## config.mk

```make
export PLATFORM = sky130hd
export DESIGN_NAME = freq_display
export DESIGN_NICKNAME = d
export VERILOG_FILES = /design/src/rtl/freq_display.sv
export SDC_FILE = /design/constraint.sdc
export NUM_CORES = 1
export LEC_CHECK = 0
export BUFFER_PORTS_ARGS = -buffer_cell sky130_fd_sc_hd__buf_2
export CAP_MARGIN = 5
export CORE_ASPECT_RATIO = 1.75
export CORE_MARGIN = 4
export CORE_UTILIZATION = 45
export CTS_BUF_LIST = sky130_fd_sc_hd__clkbuf_2 sky130_fd_sc_hd__clkbuf_4 sky130_fd_sc_hd__clkbuf_8
export CTS_CLUSTER_DIAMETER = 30
export CTS_CLUSTER_SIZE = 16
export DETAILED_ROUTE_END_ITERATION = 8
export PLACE_DENSITY = 0.7
export SLEW_MARGIN = 30
export SYNTH_ARGS = -nofsm -noshare
export SYNTH_HDL_FRONTEND = slang
export SYNTH_SLANG_ARGS = --single-unit
```

## constraint.sdc

```tcl
create_clock -name CLK -period 2.6 [get_ports CLK]
set_clock_uncertainty 0.05 [all_clocks]
set_input_delay 0.26 -clock CLK [delete_from_list [all_inputs] [get_ports CLK]]
set_output_delay 0.26 -clock CLK [all_outputs]
set_load 0.005 [all_outputs]
```

## src/rtl/freq_display.sv

```systemverilog
// freq_display: binary-to-BCD converter (shift-and-add-3) feeding a
// four-digit multiplexed seven-segment driver.
// Optional feature: define FREQ_DISPLAY_LZB_EN for leading-zero blanking.
module freq_display #(
    parameter int CNT_W       = 14,
    parameter int REFRESH_DIV = 100000
) (
    input  logic             CLK,
    input  logic             RST_N,
    input  logic [CNT_W-1:0] count,
    input  logic             count_valid,
    output logic             busy,
    output logic [15:0]      bcd,
    output logic             overflow,
    output logic [3:0]       an,
    output logic [6:0]       seg
);

    // Scratch holds every decimal digit the widest count can produce,
    // never fewer than the four digits that reach the bcd output.
    localparam int ND     = ((CNT_W + 2) / 3 > 4) ? (CNT_W + 2) / 3 : 4;
    localparam int SCR_W  = 4 * ND;
    localparam int ITER_W = $clog2(CNT_W);
    localparam int REF_W  = $clog2(REFRESH_DIV);

    localparam logic [ITER_W-1:0] LAST_ITER = ITER_W'(CNT_W - 1);
    localparam logic [REF_W-1:0]  LAST_REF  = REF_W'(REFRESH_DIV - 1);

    typedef enum logic [1:0] {
        IDLE,
        SHIFT,
        DONE
    } state_t;

    state_t            state;
    state_t            state_nxt;
    logic [ITER_W-1:0] iter;
    logic              ovf_p0;
    logic [CNT_W-1:0]  bin_p0;
    logic [SCR_W-1:0]  scr_p0;
    logic [SCR_W-1:0]  scr_adj;

    logic [REF_W-1:0]  refcnt;
    logic [1:0]        dsel;
    logic [3:0]        nib;
    logic              blank;
    logic [3:0]        an_nxt;
    logic [6:0]        seg_nxt;

    // Counts above four decimal digits cannot be shown.
    function automatic logic is_over(input logic [CNT_W-1:0] v);
        return (32'(v) > 32'd9999);
    endfunction

    // Saturate an out-of-range conversion to the largest displayable value.
    function automatic logic [15:0] sat_bcd(input logic [15:0] raw, input logic ovf);
        return ovf ? 16'h9999 : raw;
    endfunction

    // Active-low {g,f,e,d,c,b,a}; non-decimal nibbles are blank.
    function automatic logic [6:0] seg_decode(input logic [3:0] d);
        case (d)
            4'd0:    return 7'b1000000;
            4'd1:    return 7'b1111001;
            4'd2:    return 7'b0100100;
            4'd3:    return 7'b0110000;
            4'd4:    return 7'b0011001;
            4'd5:    return 7'b0010010;
            4'd6:    return 7'b0000010;
            4'd7:    return 7'b1111000;
            4'd8:    return 7'b0000000;
            4'd9:    return 7'b0010000;
            default: return 7'b1111111;
        endcase
    endfunction

    // Converter next-state: one shift per cycle, then a single DONE cycle.
    always_comb begin
        state_nxt = state;
        case (state)
            IDLE:    if (count_valid) state_nxt = SHIFT;
            SHIFT:   if (iter == LAST_ITER) state_nxt = DONE;
            DONE:    state_nxt = IDLE;
            default: state_nxt = IDLE;
        endcase
    end

    // Add-3 correction on every scratch digit that would overflow on doubling.
    always_comb begin
        scr_adj = scr_p0;
        for (int i = 0; i < ND; i++) begin
            if (scr_p0[4*i +: 4] >= 4'd5)
                scr_adj[4*i +: 4] = scr_p0[4*i +: 4] + 4'd3;
        end
    end

    // Converter control and result registers; reset aborts any conversion.
    always_ff @(posedge CLK or negedge RST_N) begin
        if (!RST_N) begin
            state    <= IDLE;
            busy     <= 1'b0;
            iter     <= '0;
            ovf_p0   <= 1'b0;
            bcd      <= 16'h0000;
            overflow <= 1'b0;
        end else begin
            state <= state_nxt;
            busy  <= (state_nxt != IDLE);
            case (state)
                IDLE: begin
                    if (count_valid) begin
                        iter   <= '0;
                        ovf_p0 <= is_over(count);
                    end
                end
                SHIFT: iter <= iter + ITER_W'(1);
                DONE: begin
                    bcd      <= sat_bcd(scr_p0[15:0], ovf_p0);
                    overflow <= ovf_p0;
                end
                default: ;
            endcase
        end
    end

    // Conversion datapath: {scratch, binary} treated as one left-shifting register.
    always_ff @(posedge CLK) begin
        if (state == IDLE && count_valid) begin
            bin_p0 <= count;
            scr_p0 <= '0;
        end else if (state == SHIFT) begin
            {scr_p0, bin_p0} <= {scr_adj, bin_p0} << 1;
        end
    end

    // Refresh divider; each wrap moves the scan to the next digit.
    always_ff @(posedge CLK or negedge RST_N) begin
        if (!RST_N) begin
            refcnt <= '0;
            dsel   <= 2'd0;
        end else if (refcnt == LAST_REF) begin
            refcnt <= '0;
            dsel   <= dsel + 2'd1;
        end else begin
            refcnt <= refcnt + REF_W'(1);
        end
    end

`ifdef FREQ_DISPLAY_LZB_EN
    // A digit is blank while it and every higher digit are zero; units never blank.
    always_comb begin
        blank = 1'b0;
        case (dsel)
            2'd3:    blank = (bcd[15:12] == 4'd0);
            2'd2:    blank = (bcd[15:8] == 8'd0);
            2'd1:    blank = (bcd[15:4] == 12'd0);
            default: blank = 1'b0;
        endcase
        if (overflow) blank = 1'b0;
    end
`else
    // Every digit shown, leading zeros included.
    assign blank = 1'b0;
`endif

    // Pick the scanned digit and its segment pattern; overflow shows dashes.
    always_comb begin
        nib    = bcd[{dsel, 2'b00} +: 4];
        an_nxt = ~(4'b0001 << dsel);
        if (overflow)
            seg_nxt = 7'b0111111;
        else if (blank)
            seg_nxt = 7'b1111111;
        else
            seg_nxt = seg_decode(nib);
    end

    // Registered display drive; dark while in reset.
    always_ff @(posedge CLK or negedge RST_N) begin
        if (!RST_N) begin
            an  <= 4'b1111;
            seg <= 7'b1111111;
        end else begin
            an  <= an_nxt;
            seg <= seg_nxt;
        end
    end

endmodule

```

# --- Word level (Yosys, flattened, before mapping) ---
# Memory sizes are Yosys's and may differ from the RTL's.
# Cells that the tools add are included.
totals:
  reg_bits: 89
  romBits: 112
  input_bits: 17
  out_inout_bits: 29
  wordCells: 57
  mem_count: 1
mem_list:
  columns: ["name", "words", "word_bits", "rd", "rd_ports_with_merged_regs", "write_ports", "line_no", "rtl"]
  rows:
  - ["(no name shown)", 16, 7, 1, 0, 0, "62", "case (d)"]
classes:
  addsub: 8
  n_lt_le_gt_ge: 6
  n_eq_ne: 5
  shift: 2
  n_mux: 15
  bitwise_logic: 1
  reduce_logical: 7
op_table:
  columns: ["operator", "n"]
  rows:
  - ["$mux 14", 2]
  - ["$ge 4x3->1 const B", 5]
  - ["$mux 4", 5]
  - ["$add 17x1->17 const B", 1]
  - ["$eq 17x17->1 const B", 1]
  - ["$mux 17", 1]
  - ["$add 4x2->4 const B", 4]
  - ["$mux 16", 1]
  - ["$shiftx 16x5->4", 1]
  - ["$gt 14x14->1 const B", 1]
  - ["$pmux 4 s2", 1]
  - ["$mux 7", 1]
  - ["$reduce_bool 2->1", 3]
  - ["$add 4x1->4 const B", 1]
  - ["$eq 4x4->1 const B", 1]
  - ["$mux 2", 2]
  - ["$not 4->4", 1]
  - ["$pmux 2 s2", 1]
  - ["$reduce_and 2->1", 2]
  - ["$shl 1x2->4 const A", 1]
  - ["$add 3x2->3 const B", 1]
  - ["$mux 3", 1]
  - ["$add 2x1->2 const B", 1]
  - ["$eq 2x1->1 const B", 1]
  - ["4 further kinds", 4]

# --- Longest topological paths before layout ---
depth:
  depth_word: 4
  depth_mapped: 7
  depth_no_buf: 6

# --- Worst setup path after synthesis ---
# Ideal clock, no wire load.
synth_path:
  kind: "register to register"
  startpoint: "register dsel[0]"
  endpoint: "register seg[3]"
  setup_time_ps: 79
  arrival_time_ps: 1696
  required_ps: 2471
  setup_slack_ps: 775
  stages_incl_launch_ff: 8
  n_path_buf: 1
  synth_period_minus_slack_ps: 1825
  path_cell_list: "dfrtp_1 buf_2 mux4_2 inv_1 ha_1 inv_1 mux2i_1 o21ai_0"
synth_via:
  elab_chain_cells: 3
synth_rtl:
  columns: ["element", "line_no", "rtl"]
  rows:
  - ["from (decl)", "44", "logic [1:0] dsel;"]
  - ["from (signal assigned)", "143", "dsel <= dsel + 2'd1;"]
  - ["$shiftx 16x5->4", "168", "nib = bcd[{dsel, 2'b00} +: 4];"]
  - ["$mem_v2 16x7", null, null]
  - ["$mux 7", "170", "if (overflow)"]
  - ["named net seg_nxt[3]", "48", "logic [6:0] seg_nxt;"]
  - ["to (signal assigned)", "185", "seg <= seg_nxt;"]
  - ["to (decl)", "16", "output logic [6:0] seg"]
# The timed path passes the listed nets, and every way through them passes these cells.
# A chain may end at the register's enable or synchronous reset.

# --- Final worst setup path ---
# Ends and elaborated chain as after synthesis.

==> qor.csv <==
stage;metric;value;unit
floorplan;core area;8730;um2
logic_synthesis;syn_nets;437;
placed_design;Port Buffer Count;45;
placed_design;Routability Congestion;0.795;
logic_synthesis;syn avg cell area;10.1;um2
setup_path;Crit Path Category;reg -> reg;
sta;fin crit share;0.778;
logic_synthesis;top cells by area, synth;dfrtp_1, edfxtp_1, dfxtp_1;
min_path;hold depth;3;
setup_path;CP Max Fanout;7;
sta;Final min period;2.02;ns
detailed_routing;number of DRC markers in iteration 0;143;
run;Max-cap violations;0;
logic_synthesis;Post-Syn Area;4020;um2
global_route;GRT busiest layer;met2;
setup_path;critical path arrival;2.25;ns
layout;nets@finish;484;
logic_synthesis;Synth Flop Type;dfrtp_1;
setup_path;CP required;2.82;ns
detailed_routing;Detail Route Antenna Nets;0;
logic_synthesis;Post-synth ARST share;0.647;
placed_design;Placed Instances;551;
sta;FMAX;0.495;GHz
global_route;GRT met3 Usage;0.0368;
global_route;initial antenna violation count;0;
layout;share of post-route cells with drive strength above 1;0.206;
setup_path;worst reg2reg setup slack;0.58;ns
clock_tree;CTS buffer count;9;
sta;Final Slew Violations;0;
global_route;grt met1 use;0.167;
sta;setup tns final;0;ns
detailed_routing;Remaining DRCs;0;
floorplan;Std-Cell Rows;45;
detailed_routing;DRT Wirelength;7670;um
logic_synthesis;Cells after Synth;399;
sta;final setup violation count;0;
setup_path;CP endpoint kind;flip-flop;
clock_tree;Root Driver;clkbuf_8;
floorplan;die area;10600;um2
detailed_routing;vias per cell;5.07;
detailed_routing;router iterations before antenna repair;4;
placed_design;HPWL Detailed;5720;um
floorplan;starting density of the core;0.461;
logic_synthesis;register area share after synthesis;0.530;
logic_synthesis;post-synth top area share;0.274;
pwr;Leak;2.07;nW
clock_tree;Post-CTS Resized;0;
clock_tree;clk sinks;85;
sta;RSZ-0062 raised after global routing;false;
setup_path;Reg2Reg Launch Point;dsel[0]$_DFFE_PN0N_;
clock_tree;TritonCTS clock tree;built;
clock_tree;H-tree levels;3;
setup_path;Reg2Reg Depth;6;
layout;area added between synthesis and finish;13.6;%
global_route;first-pass GRT wire length;13000;um
clock_tree;Clock Pin Slew Worst Setup and Hold Paths;0.08;ns
layout;fin util;0.523;
setup_path;R2R Path End;seg[3]$_DFF_PN1_;
layout;Post-Layout Cell Count;568;
layout;ant diodes;0;
detailed_routing;drt wl/cell;13.5;um
global_route;grt total ovfl;0;
logic_synthesis;Synth cell types;46;
floorplan;die span in x;79.5;um
floorplan;Ports;46;
status;status;finished clean;
clock_tree;Worst-Skew Late Latency;0.36;ns
sta;Hold Fails Final Rpt;0;
min_path;min-delay src;count[2];
logic_synthesis;number of synthesized register bits;85;
sta;worst slew pin tran;0.807;ns
detailed_routing;via count of the routed design;2879;
min_path;Hold Path Sink;bin_p0[2]$_DFFE_PP_;
pwr;power per cell area;1010;nW/um2
global_route;largest net degree at the start of global routing;34;
pwr;Worst VDD drop;0.000449;V
global_route;GR Util All Layers;0.155;
floorplan;Die Y;133;um
layout;filler instances;801;
setup_path;CP Launch Type;flip-flop;
logic_synthesis;synth warn;0;
clock_tree;Longest Clk Path Bufs;2;
logic_synthesis;Post-synth EDFFs;14;
sta;Slew headroom;0.461;
logic_synthesis;cell type with the largest total area after synthesis;dfrtp_1;
global_route;vias in the first global route;2879;
global_route;met2 Use GR;0.276;
min_path;Worst Hold Class;in -> reg;
## worst max-delay path, stage by stage (launching register included)
cell and delay (ns):
dfrtp_1 0.56, mux4_2 0.64, inv_1 0.15, ha_1 0.26, inv_1 0.07, mux2i_1 0.07, o21ai_0 0.15
## cell type report
| type | instances | area [um2] | share of cell area |
|---|---|---|---|
| repair buffers | 54 | 295 | 0.0647 |
| clock inverters | 7 | 66.3 | 0.0145 |
| flip-flops and latches | 85 | 2130 | 0.467 |
| clock buffers | 9 | 124 | 0.0271 |
| multi-input cells | 273 | 1720 | 0.376 |
| well taps | 117 | 146 | 0.0321 |
| inverters | 23 | 86.3 | 0.0189 |
## per-stage QoR
step / power [mW] / setup slack [ns] / hold WS (ns) / area (um2)
final: 4.63 / 0.578 / 0.109 / 4570
after global routing: 5.00 / 0.441 / 0.0873 / 4570
after detailed placement: 3.77 / 0.590 / 0.334 / 4370
after global placement: 3.68 / 0.683 / 0.314 / 4370
after floorplan: 3.26 / 0.775 / -0.0856 / 4020
after CTS: 4.68 / 0.562 / 0.0860 / 4570
## synth_stat cells (4+ instances only)
library cell  instances
a21oi_1              15
clkbuf_1             13
dfrtp_1              44
dfstp_2              11
dfxtp_1              16
edfxtp_1             14
ha_1                 21
inv_1                22
mux2_2                5
mux4_2                4
nand2_1              76
nand2b_1             10
nand3_1              12
nand4_1               4
nor2_1               30
o21ai_0              29
o22ai_1               5
o31ai_1               5
xnor2_1              16
xor2_1                7
## power breakdown
group	internal [mW]	switching (mW)	leakage (nW)
clock	0.437	0.468	0.0919
sequential	1.84	0.301	0.984
combinational	0.710	0.871	0.994
total	2.99	1.64	2.07
## how the worst max path moves through the flow
stage	slack, ns	startpoint	depth (start not counted)	endpoint
4_1_cts	0.56	dsel[0]$_DFFE_PN0N_	6	seg[3]$_DFF_PN1_
6_report	0.58	dsel[0]$_DFFE_PN0N_	6	seg[3]$_DFF_PN1_
2_1_floorplan	0.77	dsel[0]$_DFFE_PN0N_	7	seg[3]$_DFF_PN1_
3_3_place_gp	0.68	dsel[0]$_DFFE_PN0N_	6	seg[3]$_DFF_PN1_
3_5_place_dp	0.59	dsel[0]$_DFFE_PN0N_	6	seg[3]$_DFF_PN1_
5_1_grt	0.44	dsel[0]$_DFFE_PN0N_	6	seg[3]$_DFF_PN1_
## routing by layer
layer | vias up | part of all wire
li1 | 1432 | -
met3 | 19 | 0.038
met1 | 1372 | 0.40
met2 | 56 | 0.53
met5 | - | 0
met4 | 0 | 0.031
## flip-flops by register name, summed over array words and instances (netlist names), 2 cells and up
register	cells
refcnt	17
bcd	16
scr_p0	16
bin_p0	14
seg	7
an	4
iter	4
dsel	2
state	2
## logic make-up after synthesis
logic type	Yosys count	synth area share
compound gates	60	0.0840
xor+xnor	23	0.0501
fa+ha+maj	21	0.0654
buf+inv	41	0.0429
flops	85	0.530
mux	12	0.0439
simple gates	157	0.184
## cell usage in the layout, fill, tap and decap left out, drive strengths merged, types with 12 or more instances in the layout
cell / count
inv: 22
xnor2: 16
dfrtp: 44
ha: 21
nand3: 12
nand2: 76
buf: 53
edfxtp: 14
o21ai: 29
nor2: 31
a21oi: 15
dfxtp: 16
## timing repair
| item | in CTS | in global routing |
|---|---|---|
| buffers inserted | 0 | 0 |
| endpoints found under the hold margin | 24 | 0 |
| hold buffers | 1 | 0 |
No activity file was read; power rests on OpenSTA's default activity.
